File: src/rtl/exec_cc_mreg_pkg.sv
// rtl/exec_cc_mreg_pkg.sv - Y86-64 icode, condition, status and register-ID constants
package exec_cc_mreg_pkg;

   // Instruction codes
   localparam logic [3:0] IHALT   = 4'h0;
   localparam logic [3:0] INOP    = 4'h1;
   localparam logic [3:0] IRRMOVQ = 4'h2;
   localparam logic [3:0] IIRMOVQ = 4'h3;
   localparam logic [3:0] IRMMOVQ = 4'h4;
   localparam logic [3:0] IMRMOVQ = 4'h5;
   localparam logic [3:0] IOPQ    = 4'h6;
   localparam logic [3:0] IJXX    = 4'h7;
   localparam logic [3:0] ICALL   = 4'h8;
   localparam logic [3:0] IRET    = 4'h9;
   localparam logic [3:0] IPUSHQ  = 4'hA;
   localparam logic [3:0] IPOPQ   = 4'hB;

   // Status codes; SBUB marks a pipeline bubble
   localparam logic [2:0] SBUB = 3'd0;
   localparam logic [2:0] SAOK = 3'd1;
   localparam logic [2:0] SHLT = 3'd2;
   localparam logic [2:0] SADR = 3'd3;
   localparam logic [2:0] SINS = 3'd4;

   // "No register" for the default 4-bit register-ID width
   localparam logic [3:0] RNONE = 4'hF;

   // Condition selectors shared by jXX and cmovXX
   typedef enum logic [3:0] {
      C_YES = 4'd0,
      C_LE  = 4'd1,
      C_L   = 4'd2,
      C_E   = 4'd3,
      C_NE  = 4'd4,
      C_GE  = 4'd5,
      C_G   = 4'd6
   } cond_t;

   // Condition-code register layout, {ZF,SF,OF}
   typedef struct packed {
      logic zf;
      logic sf;
      logic of;
   } cc_t;

endpackage

File: src/rtl/exec_cc_mreg_cond_eval.sv
// rtl/exec_cc_mreg_cond_eval.sv - jXX/cmovXX condition evaluation from CC and ifun
module exec_cc_mreg_cond_eval
   import exec_cc_mreg_pkg::*;
(
   input  cc_t        cc,
   input  logic [3:0] ifun,
   output logic       cnd
);

   logic lt;

   assign lt = cc.sf ^ cc.of;

   // Decode the selector; unassigned selectors never fire
   always_comb begin
      cnd = 1'b0;
      case (ifun)
         C_YES:   cnd = 1'b1;
         C_LE:    cnd = lt | cc.zf;
         C_L:     cnd = lt;
         C_E:     cnd = cc.zf;
         C_NE:    cnd = ~cc.zf;
         C_GE:    cnd = ~lt;
         C_G:     cnd = ~lt & ~cc.zf;
         default: cnd = 1'b0;
      endcase
   end

endmodule

File: src/rtl/exec_cc_mreg.sv
// rtl/exec_cc_mreg.sv - execute-stage flags, CC register, condition eval and E->M register
module exec_cc_mreg
   import exec_cc_mreg_pkg::*;
#(
   parameter int WIDTH = 64,
   parameter int REG_W = 4
) (
   input  logic             clk,
   input  logic             rst_n,
   input  logic             e_valid,
   input  logic [3:0]       e_icode,
   input  logic [3:0]       e_ifun,
   input  logic [WIDTH-1:0] alu_out,
   input  logic             alu_ovf,
   input  logic [WIDTH-1:0] e_valA,
   input  logic [REG_W-1:0] e_dstE,
   input  logic [REG_W-1:0] e_dstM,
   input  logic [2:0]       e_stat,
   input  logic             m_exc,
   input  logic             w_exc,
   input  logic             M_stall,
   input  logic             M_bubble,
   output logic [2:0]       cc,
   output logic             e_cnd,
   output logic             M_valid,
   output logic [3:0]       M_icode,
   output logic             M_cnd,
   output logic [WIDTH-1:0] M_valE,
   output logic [WIDTH-1:0] M_valA,
   output logic [REG_W-1:0] M_dstE,
   output logic [REG_W-1:0] M_dstM,
   output logic [2:0]       M_stat
);

   localparam logic [REG_W-1:0] REG_NONE = '1;

   cc_t              cc_q;
   cc_t              cc_new;
   logic             set_cc;
   logic [REG_W-1:0] dstE_eff;

   // Flags straight from the ALU; overflow is trusted as supplied
   assign cc_new.zf = (alu_out == '0);
   assign cc_new.sf = alu_out[WIDTH-1];
   assign cc_new.of = alu_ovf;

   // Any exception downstream freezes CC so younger OPq cannot leak state
   assign set_cc = e_valid & (e_icode == IOPQ) & ~m_exc & ~w_exc & ~M_stall;

   assign cc = cc_q;

   exec_cc_mreg_cond_eval u_cond_eval (
      .cc   (cc_q),
      .ifun (e_ifun),
      .cnd  (e_cnd)
   );

   // A cmov whose condition fails must not write its destination
   assign dstE_eff = ((e_icode == IRRMOVQ) && !e_cnd) ? REG_NONE : e_dstE;

   // Condition-code register, ZF set out of reset
   always_ff @(posedge clk) begin
      if (!rst_n) begin
         cc_q <= 3'b100;
      end else if (set_cc) begin
         cc_q <= cc_new;
      end
   end

   // E->M register: reset > stall (hold) > bubble or empty E (NOP) > load
   always_ff @(posedge clk) begin
      if (!rst_n || (!M_stall && (M_bubble || !e_valid))) begin
         M_valid <= 1'b0;
         M_icode <= INOP;
         M_cnd   <= 1'b0;
         M_valE  <= '0;
         M_valA  <= '0;
         M_dstE  <= REG_NONE;
         M_dstM  <= REG_NONE;
         M_stat  <= SBUB;
      end else if (!M_stall) begin
         M_valid <= 1'b1;
         M_icode <= e_icode;
         M_cnd   <= e_cnd;
         M_valE  <= alu_out;
         M_valA  <= e_valA;
         M_dstE  <= dstE_eff;
         M_dstM  <= e_dstM;
         M_stat  <= e_stat;
      end
   end

endmodule

File: config.mk
export PLATFORM = sky130hd
export DESIGN_NAME = exec_cc_mreg
export DESIGN_NICKNAME = d
export VERILOG_FILES = /design/src/rtl/exec_cc_mreg_pkg.sv /design/src/rtl/exec_cc_mreg_cond_eval.sv /design/src/rtl/exec_cc_mreg.sv
export SDC_FILE = /design/constraint.sdc
export NUM_CORES = 1
export LEC_CHECK = 0
export BUFFER_PORTS_ARGS = -buffer_cell sky130_fd_sc_hd__buf_2
export CAP_MARGIN = 10
export CORE_ASPECT_RATIO = 1.75
export CORE_MARGIN = 8
export CORE_UTILIZATION = 46
export CTS_BUF_LIST = sky130_fd_sc_hd__clkbuf_8
export DETAILED_ROUTE_END_ITERATION = 7
export GPL_ROUTABILITY_DRIVEN = 0
export PLACE_DENSITY = 0.83
export SLEW_MARGIN = 20
export SYNTH_ARGS = -nofsm -noshare
export SYNTH_HDL_FRONTEND = slang
export SYNTH_SLANG_ARGS = --single-unit
File: constraint.sdc
create_clock -name clk -period 1.5 [get_ports clk]
set_input_delay 0.15 -clock clk [delete_from_list [all_inputs] [get_ports clk]]
set_output_delay 0.15 -clock clk [all_outputs]
set_load 0.005 [all_outputs]
==> summary by stage <==
Critical path
The largest driver fanout on the critical path is 5. On the critical path the largest part of the delay comes from flip-flops. The launch instance of the worst register-to-register path is cc[1]$_SDFFE_PN0P_. For the worst flop-to-flop path, the logic depth is 6. The worst setup slack for register-to-register paths is 0.05 ns.

The critical path is of the register to output pin type. The cell type of the slowest stage on the worst timing path is dfxtp_4. For this run, the slowest stage of the critical path takes 0.38 ns.

STA puts the critical path data required time at 1.35 ns. The kind of end point of the critical path is an output pin. Walking the worst path, the cells encountered are nor2b_2 > o211a_1 > nor3_2 > buf_2. The combined buffer and inverter count along the critical path is 1. The worst setup path is launched from a register. In this run the critical register-to-register path is captured at M_dstE[2]$_SDFFE_PP1N_. The arrival time reported for the critical path endpoint is 1.46 ns.

Logic synthesis
The average instance area after synthesis is 10.4 sq um. After synthesis the cells add up to 0.00543 sq mm. Synthesis produced 521 cells.

The Yosys step of the flow raised 0 warnings. The number of different library cells used by synthesis comes to 24. In this run, synthesis produced a sequential element count of 148. After synthesis, flip-flops and latches occupy 54.6% of the total area. The number of nets handed over by synthesis was 676.

Global route
The global-route wire length before repair is 34200 microns. The initial antenna violation count is 2. The aggregate global routing overflow is 0. The via count of the first global-routing pass is 6475. Global routing used 27.6% of the available tracks across all layers.

The pin count of the biggest net entering global routing is 78.

Floorplanning
The area of the die is 0.0157 sq mm. The starting density of the core is 47.2%. The die width is 98.1 microns.

The placement row count is 52. The total area inside the core boundary comes to 0.0115 sq mm. In this run the count of I/O pins placed on the die edge is 304.

The height of the die is 160 microns.

Place
The pre-CTS worst setup slack is -0.0354 ns. The sum of net half-perimeters after detailed placement is 13400 microns. The count of input and output buffers is 303.

Timing
The transition time of the tightest slew-check pin is 0.529 ns. The number of pins with negative max-slew slack in the final report is 0. The final hold violation count is 0.

On the final layout, the worst clock skew is 0.00705 ns. Setup repair after global routing could not meet its margin everywhere. The worst pin sits at a relative slew slack of 64.7%. The ratio of final minimum period to clock period is 107%.

The post-route worst setup slack is -0.110 ns. The final setup TNS is -0.149 ns. The final number of setup-violating endpoints is 2. After layout, the minimum clock period comes to 1.61 ns. Timing would allow up to 621 MHz.

Clock tree
After clock tree synthesis, the clock-pin slew on the worst setup and hold paths is 0.09 ns. The H-tree depth is 4. The number of sinks on the clock net is 148. The later pin in the worst-skew pair is clocked with a latency of 0.42 ns. TritonCTS built the clock tree. The tree is rooted in a clkbuf_8. The buffer depth of the longest clock path is 2.

The CTS buffer count is 17.

Min path
The worst min-delay path class is primary input to register. The origin of the worst min-delay path is e_dstM[0]. The path with the worst hold slack has its endpoint at M_dstM[0]$_SDFFE_PP1N_.

The worst hold path was traced through 3 stages.

Routing
The remaining routing DRC violations is 0. The number of routed nets with antenna violations is 0. In the final routed layout, each cell accounts on average for 20.3 microns. The total length of routed wires is 22600 microns. After detailed routing, the number of vias per cell comes to 5.29. The first routing iteration left 282 violations. The detailed-route via count is 5898. The first detailed-routing pass ran for 5 iterations.

Finish
Compared with the post-synthesis result, the final layout area differs by 67.6%. The total number of nets in the final design is 1119. The area of combinational cells with multiple inputs is 0.00242 sq mm. The filler cell count is 646. The sequential cells in the finished layout cover a total of 0.00297 sq mm. The post-route netlist has 38.0% of its cells at a drive strength greater than 1.

Power
VDD sags by at most 0.000875 V. For this design the ratio of total power to cell area is 980 mW/mm^2. The leakage power figure is 4.59 nW.

Run status
The checks that failed: negative setup slack. The run finished, with violations left.

Job
Across the run, the number of max-cap violations was 0.
power breakdown:
group | leakage (nW) | total [mW] | internal, mW | switching (mW)
Clock | 0.205 | 3.30 | 1.71 | 1.59
Sequential | 1.21 | 4.19 | 4.10 | 0.0976
Combinational | 3.18 | 1.42 | 0.773 | 0.651
kinds of logic after synthesis:
family | after synthesis | synth area share, %
DFF | 148 | 54.6
xor gates and xnor gates | 1 | 0.161
and+or+nand+nor | 181 | 14.6
AOI/OAI and AO/OA | 20 | 2.65
muxes | 136 | 25.1
buffers and inverters | 35 | 2.95
how the worst max path moves through the flow:
stage	startpoint	endpoint	slack (ns)	cells past startpoint
finish	cc[2]$_SDFFE_PN1P_	e_cnd	-0.11	4
global route	cc[2]$_SDFFE_PN1P_	e_cnd	-0.21	4
CTS	cc[2]$_SDFFE_PN1P_	e_cnd	-0.08	4
detailed placement	e_icode[3]	cc[2]$_SDFFE_PN1P_	-0.04	5
global placement	e_icode[3]	cc[2]$_SDFFE_PN1P_	-0.05	5
floorplan	e_icode[3]	cc[2]$_SDFFE_PN1P_	0.21	4
synth_stat cells:
library cell  number  area [sq um]
dfxtp_1          148          2960
nor2_1           139           522
mux2i_1          136          1360
buf_2             23           115
nor4_1            17           106
nor2b_1           10          62.6
clkbuf_1           9          33.8
a21oi_1            7          35.0
a211o_1            5          43.8
nor3_1             5          25.0
nand4_1            4          25.0
inv_1              3          11.3
nand2_1            2          7.51
nand2b_1           2          12.5
o31ai_1            2          15.0
a21o_1             1          7.51
a21o_2             1          8.76
a32o_1             1          10.0
nor4_4             1          21.3
o211a_1            1          10.0
o21ai_0            1          5.00
o21ai_2            1          8.76
or3b_4             1          11.3
xnor2_1            1          8.76
area by class of cell:
type | count | share of cell area [%]
clock inverters | 14 | 1.92
inverters | 3 | 0.124
well taps | 135 | 1.86
clock buffers | 18 | 2.72
multi-input cells | 338 | 26.6
diodes | 2 | 0.0550
flip-flops and latches | 148 | 32.6
repair buffers | 456 | 34.1
state kept, by name (all words and copies together) (netlist names):
| name | cells |
|---|---|
| M_stat | 3 |
| M_cnd | 1 |
| cc | 3 |
| M_icode | 4 |
| M_valE | 64 |
| M_valid | 1 |
| M_dstE | 4 |
| M_valA | 64 |
| M_dstM | 4 |
placed cells by master, fill, tap and decap left out, drive strengths merged, types with 2 or more instances in the layout:
cell         netlist  routed
clkinvlp           0       4
bufinv             0       3
buf               23     319
dlygate4sd3        0     136
nor3               5       5
nor2             139     139
a211o              5       5
nor4              18      18
o21ai              2       2
mux2i            136     136
dfxtp            148     148
o31ai              2       2
inv                3       8
diode              0       2
nand2b             2       2
nand4              4       4
clkinv             0       2
a21oi              7       7
nand2              2       2
nor2b             10      10
a21o               2       2
clkbuf             9      19
per-stage QoR:
| stage | total power, mW | util, % | cells | hold WS (ns) | area [sq um] |
|---|---|---|---|---|---|
| 2_1_floorplan | 4.76 | - | 521 | 0.278 | 5430 |
| 3_3_place_gp | 5.28 | 62.2 | 940 | 0.378 | 7170 |
| 3_5_place_dp | 5.31 | 62.2 | 940 | 0.387 | 7170 |
| 4_1_cts | 8.82 | 78.1 | 1111 | 0.0120 | 8990 |
| 5_1_grt | 9.25 | 79.0 | 1114 | 0.0186 | 9100 |
| 6_report | 8.92 | 79.0 | 1114 | 0.0330 | 9100 |
metal layers:
metal | up-vias | global-route usage, % | wire length, microns
met5 | - | 0 | 0
met3 | 125 | 9.01 | 1710
li1 | 2675 | - | -
met2 | 359 | 47.4 | 11600
met4 | 0 | 23.9 | 1810
met1 | 2739 | 25.9 | 7570
tightest hold or removal path: stages:
cell,delay (ns)
buf_2,0.07
nor2b_1,0.12
a211o_1,0.09
timing repair:
action / in CTS / in global routing
endpoints found under the setup margin: 1 / 6
resized for setup: 5 / 15
cloned: 0 / 0
pin swaps: 3 / 2
hold buffers: 136 / 0
hold endpoints to repair: 137 / 0
setup buffers: 3 / 1
Note: power is estimated with default switching activity, not from simulation.
